**src/rtl/uart_pkg.sv**
```systemverilog
// Shared definitions for the parametrised UART receiver: parity modes,
// FSM state encoding, error-flag bit positions and the debug view.
package uart_pkg;

  // Parity modes
  localparam int PAR_NONE = 0;
  localparam int PAR_ODD  = 1;
  localparam int PAR_EVEN = 2;

  // Bit positions of the per-word error flags, above the data bits
  localparam int FERR = 0;
  localparam int PERR = 1;
  localparam int BRK  = 2;

  typedef enum logic [2:0] {
    ST_IDLE  = 3'd0,
    ST_START = 3'd1,
    ST_DATA  = 3'd2,
    ST_PAR   = 3'd3,
    ST_STOP  = 3'd4,
    ST_PUSH  = 3'd5
  } uart_state_e;

  // Internal state made visible for checkers
  typedef struct packed {
    uart_state_e state;
    logic        armed;
    logic        fifo_full;
  } uart_dbg_t;

endpackage

```
**src/rtl/uart_rec_param_if.sv**
```systemverilog
// Host-side receive port of the UART receiver.
//
// Handshake: rec_validH high means rec_dataH/rec_errH hold the FIFO head.
// The consumer pops by holding rec_ackH high for one rising edge while
// rec_validH is high; the next entry (or zero) appears after that edge.
// rec_ackH while rec_validH is low has no effect. overrunH is a one-cycle
// pulse and needs no acknowledge.
interface uart_rec_param_if #(
  parameter int DATA_W = 8,
  parameter int DEPTH  = 4
);
  logic [DATA_W-1:0]      rec_dataH;
  logic [2:0]             rec_errH;
  logic                   rec_validH;
  logic                   rec_ackH;
  logic                   overrunH;
  logic [$clog2(DEPTH):0] fifo_cntH;

  modport master (
    output rec_dataH, rec_errH, rec_validH, overrunH, fifo_cntH,
    input  rec_ackH
  );

  modport slave (
    input  rec_dataH, rec_errH, rec_validH, overrunH, fifo_cntH,
    output rec_ackH
  );
endinterface

```
**src/rtl/uart_rx_fifo.sv**
```systemverilog
// Generic first-word-fall-through FIFO with a registered head output.
// A write when full is dropped and flagged on overrun_o in the same cycle,
// unless a read in that cycle frees a slot.
module uart_rx_fifo #(
  parameter int W     = 11,
  parameter int DEPTH = 4
) (
  input  logic                   clk_i,
  input  logic                   rst_i,
  input  logic                   wr_en_i,
  input  logic [W-1:0]           wr_data_i,
  input  logic                   rd_en_i,
  output logic [W-1:0]           rd_data_o,
  output logic                   empty_o,
  output logic                   full_o,
  output logic                   overrun_o,
  output logic [$clog2(DEPTH):0] cnt_o
);
  localparam int PW = $clog2(DEPTH);
  localparam int CW = PW + 1;

  logic [W-1:0]  mem_q [DEPTH];
  logic [PW-1:0] wr_ptr_q, wr_ptr_d;
  logic [PW-1:0] rd_ptr_q, rd_ptr_d;
  logic [CW-1:0] cnt_q, cnt_d;
  logic [W-1:0]  head_q, head_d;
  logic          do_rd, do_wr;

  // Next-state: accepted read/write, pointers, count and the new head word
  always_comb begin
    do_rd    = rd_en_i && (cnt_q != '0);
    do_wr    = wr_en_i && ((cnt_q != CW'(DEPTH)) || do_rd);
    wr_ptr_d = wr_ptr_q + PW'(do_wr);
    rd_ptr_d = rd_ptr_q + PW'(do_rd);
    cnt_d    = cnt_q + CW'(do_wr) - CW'(do_rd);
    if (cnt_d == '0) begin
      head_d = '0;
    end else if (do_wr && (cnt_q == CW'(do_rd))) begin
      // FIFO is (or becomes) empty this cycle: the new word is the head
      head_d = wr_data_i;
    end else begin
      head_d = mem_q[rd_ptr_d];
    end
  end

  // Pointer, count and head registers
  always_ff @(posedge clk_i) begin
    if (rst_i) begin
      wr_ptr_q <= '0;
      rd_ptr_q <= '0;
      cnt_q    <= '0;
      head_q   <= '0;
    end else begin
      wr_ptr_q <= wr_ptr_d;
      rd_ptr_q <= rd_ptr_d;
      cnt_q    <= cnt_d;
      head_q   <= head_d;
    end
  end

  // Storage array; contents need no reset since the count guards reads
  always_ff @(posedge clk_i) begin
    if (do_wr) mem_q[wr_ptr_q] <= wr_data_i;
  end

  assign rd_data_o = head_q;
  assign empty_o   = (cnt_q == '0);
  assign full_o    = (cnt_q == CW'(DEPTH));
  assign overrun_o = wr_en_i && !do_wr;
  assign cnt_o     = cnt_q;

endmodule

```
**src/rtl/uart_rec_param.sv**
```systemverilog
// Parametrised oversampling UART receiver: input synchroniser, bit-cell
// counter and frame FSM feeding a FWFT receive FIFO with per-word flags.
module uart_rec_param
  import uart_pkg::*;
#(
  parameter int DATA_W    = 8,
  parameter int OVS       = 16,
  parameter int PARITY    = 0,
  parameter int STOP_BITS = 1,
  parameter int DEPTH     = 4
) (
  input  logic              sys_clk,
  input  logic              sys_rst,
  input  logic              ovs_tickH,
  input  logic              uart_dataH,
  uart_rec_param_if.master  rec_if,
  output uart_dbg_t         dbg_o
);
  localparam int CNT_W = $clog2(OVS);
  localparam int BIT_W = $clog2(DATA_W + 1);
  localparam int FW    = DATA_W + 3;

  localparam logic [CNT_W-1:0] HALF_C    = CNT_W'(OVS / 2 - 1);
  localparam logic [CNT_W-1:0] FULL_C    = CNT_W'(OVS - 1);
  localparam logic [BIT_W-1:0] LAST_DATA = BIT_W'(DATA_W - 1);
  localparam logic [BIT_W-1:0] LAST_STOP = BIT_W'(STOP_BITS - 1);

  logic              meta_q, sync_q;
  logic [1:0]        fill_q;
  logic              armed_q;
  uart_state_e       state_q;
  logic [CNT_W-1:0]  cnt_q;
  logic [BIT_W-1:0]  bit_q;
  logic [DATA_W-1:0] shift_q;
  logic              par_bit_q;
  logic              frame_q;

  logic              rx;
  logic              sample;
  logic              perr_w, brk_w;
  logic [FW-1:0]     push_word;
  logic [FW-1:0]     fifo_head;
  logic              fifo_empty, fifo_full;

  assign rx = sync_q;

  // The start bit is sampled half a cell in, every later bit a full cell on
  assign sample = ovs_tickH &&
                  (cnt_q == ((state_q == ST_START) ? HALF_C : FULL_C));

  // Flags for the word being pushed
  assign perr_w = (PARITY == PAR_NONE) ? 1'b0 :
                  ((^shift_q ^ par_bit_q) != (PARITY == PAR_ODD));
  assign brk_w  = frame_q && (shift_q == '0) &&
                  ((PARITY == PAR_NONE) || !par_bit_q);

  // Assemble {break, parity, frame, data} for the FIFO
  always_comb begin
    push_word                = '0;
    push_word[DATA_W-1:0]    = shift_q;
    push_word[DATA_W + FERR] = frame_q;
    push_word[DATA_W + PERR] = perr_w;
    push_word[DATA_W + BRK]  = brk_w;
  end

  // Synchroniser, bit-cell counter and frame FSM
  always_ff @(posedge sys_clk) begin
    if (sys_rst) begin
      meta_q    <= 1'b1;
      sync_q    <= 1'b1;
      fill_q    <= '0;
      armed_q   <= 1'b0;
      state_q   <= ST_IDLE;
      cnt_q     <= '0;
      bit_q     <= '0;
      shift_q   <= '0;
      par_bit_q <= 1'b0;
      frame_q   <= 1'b0;
    end else begin
      meta_q <= uart_dataH;
      sync_q <= meta_q;
      // fill_q[1] marks sync_q as holding a real pin sample, not reset value
      fill_q <= {fill_q[0], 1'b1};
      if (ovs_tickH) cnt_q <= cnt_q + CNT_W'(1);

      case (state_q)
        ST_IDLE: begin
          cnt_q <= '0;
          if (rx && fill_q[1]) begin
            armed_q <= 1'b1;
          end else if (armed_q && !rx) begin
            state_q <= ST_START;
            armed_q <= 1'b0;
            bit_q   <= '0;
            frame_q <= 1'b0;
          end
        end
        ST_START: begin
          if (sample) begin
            cnt_q   <= '0;
            state_q <= rx ? ST_IDLE : ST_DATA;
          end
        end
        ST_DATA: begin
          if (sample) begin
            cnt_q   <= '0;
            shift_q <= {rx, shift_q[DATA_W-1:1]};
            if (bit_q == LAST_DATA) begin
              bit_q   <= '0;
              state_q <= (PARITY != PAR_NONE) ? ST_PAR : ST_STOP;
            end else begin
              bit_q <= bit_q + BIT_W'(1);
            end
          end
        end
        ST_PAR: begin
          if (sample) begin
            cnt_q     <= '0;
            par_bit_q <= rx;
            state_q   <= ST_STOP;
          end
        end
        ST_STOP: begin
          if (sample) begin
            cnt_q <= '0;
            // A low stop sample leaves the receiver waiting for a real edge
            armed_q <= rx;
            if (!rx) frame_q <= 1'b1;
            if (bit_q == LAST_STOP) begin
              state_q <= ST_PUSH;
            end else begin
              bit_q <= bit_q + BIT_W'(1);
            end
          end
        end
        ST_PUSH: begin
          cnt_q   <= '0;
          state_q <= ST_IDLE;
        end
        default: begin
          cnt_q   <= '0;
          state_q <= ST_IDLE;
        end
      endcase
    end
  end

  uart_rx_fifo #(
    .W     (FW),
    .DEPTH (DEPTH)
  ) u_fifo (
    .clk_i     (sys_clk),
    .rst_i     (sys_rst),
    .wr_en_i   (state_q == ST_PUSH),
    .wr_data_i (push_word),
    .rd_en_i   (rec_if.rec_ackH),
    .rd_data_o (fifo_head),
    .empty_o   (fifo_empty),
    .full_o    (fifo_full),
    .overrun_o (rec_if.overrunH),
    .cnt_o     (rec_if.fifo_cntH)
  );

  assign rec_if.rec_dataH  = fifo_head[DATA_W-1:0];
  assign rec_if.rec_errH   = fifo_head[DATA_W +: 3];
  assign rec_if.rec_validH = !fifo_empty;

  assign dbg_o = '{state: state_q, armed: armed_q, fifo_full: fifo_full};

endmodule

```
**src/flat_wrapper.sv**
```systemverilog
// flat-port wrapper written by rule: the top's interface ports become plain ports
module uart_rec_param_flat import uart_pkg::*;
#(
  parameter int DATA_W    = 8,
  parameter int OVS       = 16,
  parameter int PARITY    = 0,
  parameter int STOP_BITS = 1,
  parameter int DEPTH     = 4
)
  (sys_clk, sys_rst, ovs_tickH, uart_dataH, dbg_o, rec_if_rec_dataH, rec_if_rec_errH, rec_if_rec_validH, rec_if_overrunH, rec_if_fifo_cntH, rec_if_rec_ackH);
  uart_rec_param_if #(.DATA_W(DATA_W), .DEPTH(DEPTH)) rec_if_i ();
  input  logic sys_clk;
  input  logic sys_rst;
  input  logic ovs_tickH;
  input  logic uart_dataH;
  output uart_dbg_t dbg_o;
  output wire logic [$bits(rec_if_i.rec_dataH)-1:0] rec_if_rec_dataH;
  output wire logic [$bits(rec_if_i.rec_errH)-1:0] rec_if_rec_errH;
  output wire logic [$bits(rec_if_i.rec_validH)-1:0] rec_if_rec_validH;
  output wire logic [$bits(rec_if_i.overrunH)-1:0] rec_if_overrunH;
  output wire logic [$bits(rec_if_i.fifo_cntH)-1:0] rec_if_fifo_cntH;
  input wire logic [$bits(rec_if_i.rec_ackH)-1:0] rec_if_rec_ackH;
  assign rec_if_rec_dataH = rec_if_i.rec_dataH;
  assign rec_if_rec_errH = rec_if_i.rec_errH;
  assign rec_if_rec_validH = rec_if_i.rec_validH;
  assign rec_if_overrunH = rec_if_i.overrunH;
  assign rec_if_fifo_cntH = rec_if_i.fifo_cntH;
  assign rec_if_i.rec_ackH = rec_if_rec_ackH;
  uart_rec_param #(.DATA_W(DATA_W), .OVS(OVS), .PARITY(PARITY), .STOP_BITS(STOP_BITS), .DEPTH(DEPTH)) u_core (.sys_clk(sys_clk), .sys_rst(sys_rst), .ovs_tickH(ovs_tickH), .uart_dataH(uart_dataH), .rec_if(rec_if_i), .dbg_o(dbg_o));
endmodule
```
**config.mk**
```make
export PLATFORM = sky130hd
export DESIGN_NAME = uart_rec_param_flat
export DESIGN_NICKNAME = d
export VERILOG_FILES = /design/src/rtl/uart_pkg.sv /design/src/rtl/uart_rec_param_if.sv /design/src/rtl/uart_rx_fifo.sv /design/src/rtl/uart_rec_param.sv /design/src/flat_wrapper.sv
export SDC_FILE = /design/constraint.sdc
export NUM_CORES = 1
export LEC_CHECK = 0
export CELL_PAD_IN_SITES_DETAIL_PLACEMENT = 1
export CELL_PAD_IN_SITES_GLOBAL_PLACEMENT = 1
export CORE_UTILIZATION = 28
export CTS_CLUSTER_SIZE = 40
export DETAILED_ROUTE_END_ITERATION = 7
export PLACE_DENSITY_LB_ADDON = 0.15
export SYNTH_ARGS = -nofsm -noshare
export SYNTH_HDL_FRONTEND = slang
export SYNTH_SLANG_ARGS = --single-unit
```
**constraint.sdc**
```tcl
create_clock -name sys_clk -period 3.25 [get_ports sys_clk]
set_input_delay 0.65 -clock sys_clk [delete_from_list [all_inputs] [get_ports sys_clk]]
set_output_delay 0.65 -clock sys_clk [all_outputs]
set_load 0.05 [all_outputs]
```
Word-level counts from Yosys, hierarchy flattened:

Memory sizes are Yosys's and may differ from the RTL's.
Index checks and enable logic that the tools add are counted.
W data, S select, Z words.

* reduce and logical (&&, ||, !) cells: 29
* add/sub/neg operators: 6
* eq/ne operators: 21
* bitwise gates (word level): 1
* muxes and demuxes: 30

Operator list (number)
* $mux W4: 7
* $mux W3: 8
* $pmux W3 S5: 1
* $ne A2 B1 Y1 const B: 7
* $pmux W4 S3: 1
* $mux W11: 1
* $eq A3 B3 Y1 const B: 3
* $logic_not A3 Y1: 3
* $mux W1: 9
* $add A4 B1 Y4 const B: 2
* $logic_and A1 B1 Y1: 8
* $logic_not A8 Y1: 1
* $reduce_and A8 Y1: 1
* $eq A3 B2 Y1 const B: 2
* $ne A2 B2 Y1 const B: 3
* $reduce_and A6 Y1: 1
* $reduce_bool A3 Y1: 2
* $reduce_or A3 Y1: 2
* $reduce_and A5 Y1: 1
* $add A2 B1 Y2: 2
* $eq A4 B3 Y1 const B: 1
* $eq A4 B4 Y1: 1
* $logic_not A4 Y1: 1
* $pmux W1 S2: 2
* other kinds (15): 17

* output and inout port bits: 21
* memory bits (writable): 40
* bits in registers: 43
* memories kept: 1

Memory list
* u_core.u_fifo.mem_q: words 4, bits a word 10, rd ports 1, clocked after Yosys merged registers in 0, write ports 1, line uart_rx_fifo.sv:22 `logic [W-1:0] mem_q [DEPTH];`

Logic depth before layout (Yosys ltp):

* depth after elaboration: 8
* mapped depth: 13

Hierarchy:

A second synthesis with hierarchy kept.

* cell total of the unflattened synthesis: 290
* area total of the unflattened synthesis: 3683.5 sq um

By module, submodules not included
* uart_rx_fifo: cells each 135, area each 2354.8 sq um, times used 1
* uart_rec_param: cells each 155, area each 1328.8 sq um, times used 1

Worst setup path before layout:

OpenSTA, ideal clock, no wires.

* kind: reg-to-reg
* from: register u_core.u_fifo.cnt_q[2], in the netlist u_core.u_fifo.cnt_o[2]
* to: register u_core.u_fifo.head_q[0], in the netlist u_core.u_fifo.rd_data_o[0]
* data required time: 3.122 ns
* arrival time: 3.130 ns
* stages on the path, launching flop included: 13
* path slack: -0.007 ns
* period minus slack after synthesis: 3.257 ns
* library setup time: 0.128 ns
* buffers on the path: 1
* path through: dfxtp_1 > or3_1 > and2_1 > ha_1 > inv_1 > ha_1 > inv_1 > fa_1 > xor2_1 > xnor2_1 > a31o_2 > clkbuf_1 > nor2_1

* cells in the longest elaborated chain, start to end: 8
* elaborated cells between the ends (all ways): 14
* those cells by class: add/sub: 3; eq/ne: 2; mux: 1; reduce/logical: 7; memory: 1

RTL lines
* start, declared: line uart_rx_fifo.sv:25 `logic [CW-1:0] cnt_q, cnt_d;`
* start signal, assigned: line uart_rx_fifo.sv:56 `cnt_q <= cnt_d;`
* $reduce_bool A3 Y1: line uart_rx_fifo.sv:31 `do_rd = rd_en_i && (cnt_q != '0);`
* $logic_and A1 B1 Y1: line uart_rx_fifo.sv:31
* $logic_or A1 B1 Y1: line uart_rx_fifo.sv:32 `do_wr = wr_en_i && ((cnt_q != CW'(DEPTH)) || do_rd);`
* $logic_and A1 B1 Y1: line uart_rx_fifo.sv:32
* $add A3 B1 Y3: line uart_rx_fifo.sv:35 `cnt_d = cnt_q + CW'(do_wr) - CW'(do_rd);`
* $sub A3 B1 Y3: line uart_rx_fifo.sv:35
* $logic_not A3 Y1: line uart_rx_fifo.sv:36 `if (cnt_d == '0) begin`
* $reduce_or A2 Y1 (no line)
* end signal, assigned: line uart_rx_fifo.sv:52 `head_q <= '0;`
* end signal, assigned: line uart_rx_fifo.sv:57 `head_q <= head_d;`
* end, declared: line uart_rx_fifo.sv:26 `logic [W-1:0] head_q, head_d;`

Parallel ways exist; a longest one is shown, timed or not.
A chain may end at the register's enable or synchronous reset.

Final worst setup path:

* from: input port rec_if_rec_ackH
* to: register u_core.u_fifo.head_q[3], in the netlist u_core.u_fifo.rd_data_o[3]

* cells in the longest elaborated chain, start to end: 7
* elaborated cells between the ends (all ways): 12
* those cells by class: add/sub: 3; eq/ne: 1; mux: 1; reduce/logical: 6; memory: 1

RTL lines
* start, declared: line flat_wrapper.sv:22 `input wire logic [$bits(rec_if_i.rec_ackH)-1:0] rec_if_rec_ackH;`
* $logic_and A1 B1 Y1 *: line uart_rx_fifo.sv:31
* $logic_or A1 B1 Y1: line uart_rx_fifo.sv:32
* $logic_and A1 B1 Y1: line uart_rx_fifo.sv:32
* $add A3 B1 Y3: line uart_rx_fifo.sv:35
* $sub A3 B1 Y3: line uart_rx_fifo.sv:35
* $logic_not A3 Y1: line uart_rx_fifo.sv:36
* $reduce_or A2 Y1 (no line)

Every way passes the cells marked *; elsewhere a longest branch is shown, timed or not.

==> summary.md <==
| Metric | Value |
|---|---|
| Drt total wl | `7.34 mm` |
| Worst R2R End | `u_core.u_fifo.rd_data_o[3]` |
| Die area | `0.0126 mm²` |
| Wire per inst | `16.3 µm` |
| EDFF count, synth | `40` |
| Post-Route Setup TNS | `0 ps` |
| Peak supply drop | `220 µV` |
| Number of global-route vias before repair | `around 2,300` |
| Power Density | `807 mW/mm²` |
| Top-Level Pins | `26` |
| Worst setup path startpoint | `rec_if_rec_ackH` |
| Post-synthesis register bit count | `82` |
| Total Routing Usage GR | `13.0%` |
| DIE WIDTH | `~110 µm` |
| Post-Syn Area | `0.00341 mm²` |
| Initial drt markers | `91` |
| CP peak stage delay | `about 470 ps` |
| Switching portion of total power | `33.2%` |
| Worst Path Buf+Inv | `4` |
| Clock root buffer | `clkbuf_16` |
| Synth cell types | `46` |
| Synthesized Nets | `284` |
| Critical-path cell list | `clkdlybuf4s50_1 -> inv_1 -> nand2_1 -> nand2b_1 -> ha_1 -> inv_1 -> ha_1 -> inv_1 -> fa_1 -> xor2_1 -> xnor2_1 -> a31o_2 -> nor2_1` |
| CTS tree | `built` |
| R2R Path Start | `u_core.u_fifo.cnt_o[2]` |
| Largest delay contributor family on the critical path | `adder cells` |
| First-pass GRT wire length | `12.2 mm` |
| Nets | `approximately 320` |
| Core area | `0.0117 mm²` |
| Reg2reg path depth | `12` |
| Clock power frac | `30.1%` |
| Critical-path top delay cell | `clkdlybuf4s50_1` |
| Leak pwr | `1.56 nW` |
| Share of cells above drive strength 1 | `14.3%` |
| Int Pwr | `around 0.0022 W` |
| Largest net degree at the start of global routing | `15` |
| Startpoint types | `primary input` |
| Predominant post-synthesis flop cell | `dfxtp_1` |
| End point of the critical path | `u_core.u_fifo.rd_data_o[3]` |
| Site Rows | `39` |
| Async SR Flop Fraction | `0%` |
| GRT overflow | `0` |
| Final HPWL DP | `between 4 and 5 mm` |
| Clock Pin Slew Worst Setup and Hold Paths | `60 ps` |
| Crit end category | `register` |
| Port buffer count | `24` |
| CP required | `around 3500 ps` |
| Quantity of gates resized following cts | `0` |
| # DRC | `0` |
| Routed Antenna Nets | `0` |
| Slew margin rel. | `62.9%` |
| RSZ-0062 raised after global routing | `no` |
| Period utilization | `87.7%` |
| CP Max Fanout | `10` |
| Postcts setup bufs | `0` |
| Final min period | `about 2900 ps` |
| Worst reg-to-reg setup slack | `450 ps` |
| Setup CP Type | `primary input to register` |
| CTS Hold Bufs | `0` |
| Power share of the sequential group | `36.5%` |
| H-tree levels | `3` |
| Clk buf depth | `2` |
| Register area share after synthesis | `59.8%` |
| Avg Vias per Cell | `4.75` |
| Number of clock sinks | `82` |
| Cell mode on critical path | `inv_1` |
| Yosys warns | `0` |
| F_max | `351 MHz` |
| TritonCTS buffer count | `9` |
| GP Congestion | `approximately 0.76` |
| Final setup fails | `0` |
| Setup Skew | `approximately 6.5 ps` |
| Critical path depth | `13` |
| Design Area, Final | `0.00415 mm²` |
| Hold Violations, Final | `0` |
| Skew-Pair Late Insertion Delay | `340 ps` |
| ANT cells | `0` |
| Area growth syn-to-layout | `21.5%` |
| Crit path DAT | `3080 ps` |
| Area after DPL | `about 0.0039 mm²` |
| # Max-Cap Violations | `0` |
| Average size of a mapped cell | `12.6 µm²` |
| Worst Hold Class | `register to register` |
| Worst Tran Pin Value | `approximately 560 ps` |
| Pre-Repair DR Iteration Count | `4` |
| Final slew viol count | `0` |
| Status | `completed` |
| Initial antenna violation count | `0` |
| P_sw | `0.00111 W` |
| Comb pwr share | `approximately a third` |
| Synthesized instance count | `271` |
| Number of vias after detailed routing | `2,137` |
| Die height | `about 110 µm` |
| Initial Util | `29.3%` |
-- worst reg2reg max path, stage by stage (launching register included) --
cell      delay [ps]
dfxtp_1          480
nor3b_1          300
nand2_1          130
nand2b_1         140
ha_1             250
inv_1             60
ha_1             130
inv_1             40
fa_1             370
xor2_1           160
xnor2_1          200
a31o_2           340
nor2_1            90
-- cells in the mapped netlist, types with 2 or more instances --
cell type / number / area [µm²]
buf_4: 4 / 30.0
or2_2: 2 / 12.5
o211ai_1: 4 / 30.0
xnor2_1: 4 / 35.0
and2_1: 2 / 12.5
a21oi_1: 9 / 45.0
inv_1: 10 / 37.5
nand2_1: 8 / 30.0
mux2i_1: 18 / 180
nor3b_1: 3 / 22.5
buf_2: 3 / 15.0
o21ai_0: 7 / 35.0
clkbuf_1: 7 / 26.3
or3_1: 3 / 18.8
nand4_1: 6 / 37.5
nor3_1: 7 / 35.0
edfxtp_1: 40 / 1200
and3_1: 2 / 12.5
nor2_1: 34 / 128
mux4_2: 10 / 225
nand2b_1: 4 / 25.0
xor2_1: 5 / 43.8
nand3b_1: 4 / 30.0
nor2b_1: 5 / 31.3
ha_1: 7 / 87.6
nand3_1: 2 / 10.0
dfxtp_1: 42 / 841
-- through the flow --
stage | worst slack (ps) | instances | hold slack, ps | util, % | total power (W)
4_1_cts | 374 | 450 | 425 | 35.6 | 0.00342
3_3_place_gp | 125 | 434 | 408 | 33.0 | 0.00239
6_report | 399 | 450 | 421 | 35.6 | 0.00335
2_1_floorplan | 168 | 271 | 389 | - | 0.00208
5_1_grt | 153 | 450 | 445 | 35.6 | 0.00353
3_5_place_dp | 7.66 | 434 | 410 | 33.0 | 0.00239
-- power by group through the flow --
stage                     clock network (W)  registers, W  logic [W]
after floorplan                           0       0.00150   0.000589
after detailed placement                  0       0.00125    0.00114
final                               0.00101       0.00122    0.00112
after global routing                0.00108       0.00124    0.00121
after CTS                           0.00105       0.00123    0.00115
after global placement                    0       0.00125    0.00114
-- how the worst min path moves through the flow --
stage | from | to | slack (ps) | depth (start not counted)
floorplan | u_core.meta_q | u_core.rx | 390 | 1
global placement | u_core.meta_q | u_core.rx | 410 | 1
detailed placement | u_core.meta_q | u_core.rx | 410 | 1
CTS | u_core.meta_q | u_core.rx | 420 | 1
global route | u_core.meta_q | u_core.rx | 440 | 1
finish | u_core.meta_q | u_core.rx | 420 | 1
-- cell type report --
cell class | instances | area [µm²]
fillers | 1244 | 7510
multi-input cells | 164 | 1270
clock buffers | 12 | 268
repair buffers | 35 | 323
inverters | 10 | 37.5
clock inverters | 4 | 31.3
well taps | 143 | 179
flip-flops and latches | 82 | 2040
-- routing by layer --
layer  GRT usage, %  share of wire, %  vias up
met3           3.94               2.9       11
met5              0                 0        -
met2           21.1                47       24
met4           5.87               2.0        0
li1               -                 -     1043
met1           16.0                48     1059
-- registers in the layout, indices dropped and copies added (netlist names) --
name	count
u_core.armed_q	1
u_core.bit_q	4
u_core.cnt_q	4
u_core.fill_q	2
u_core.frame_q	1
u_core.meta_q	1
u_core.rx	1
u_core.shift_q	8
u_core.state_q	3
u_core.u_fifo.cnt_o	3
u_core.u_fifo.mem_q	40
u_core.u_fifo.rd_data_o	10
u_core.u_fifo.rd_ptr_q	2
u_core.u_fifo.wr_ptr_q	2
-- cell families after synthesis --
logic type / share of synthesized area (%)
xor gates and xnor gates: 2.31
AOI/OAI and AO/OA: 6.01
and+or+nand+nor: 13.2
buffers and inverters: 3.52
other: 0.110
adders and majority gates: 3.15
DFF: 59.8
muxes: 11.9
-- cells in the final DEF (no fill, tap or decap), types with 4 or more instances in the layout --
cell,instances
a21oi_1,9
buf_4,11
clkbuf_16,10
clkdlybuf4s50_1,24
dfxtp_1,42
edfxtp_1,40
ha_1,7
inv_1,10
mux2i_1,18
mux4_2,10
nand2_1,8
nand2b_1,4
nand3b_1,4
nand4_1,6
nor2_1,34
nor2b_1,5
nor3_1,7
o211ai_1,4
o21ai_0,7
xnor2_1,4
xor2_1,5
No activity file was read; power rests on OpenSTA's default activity.
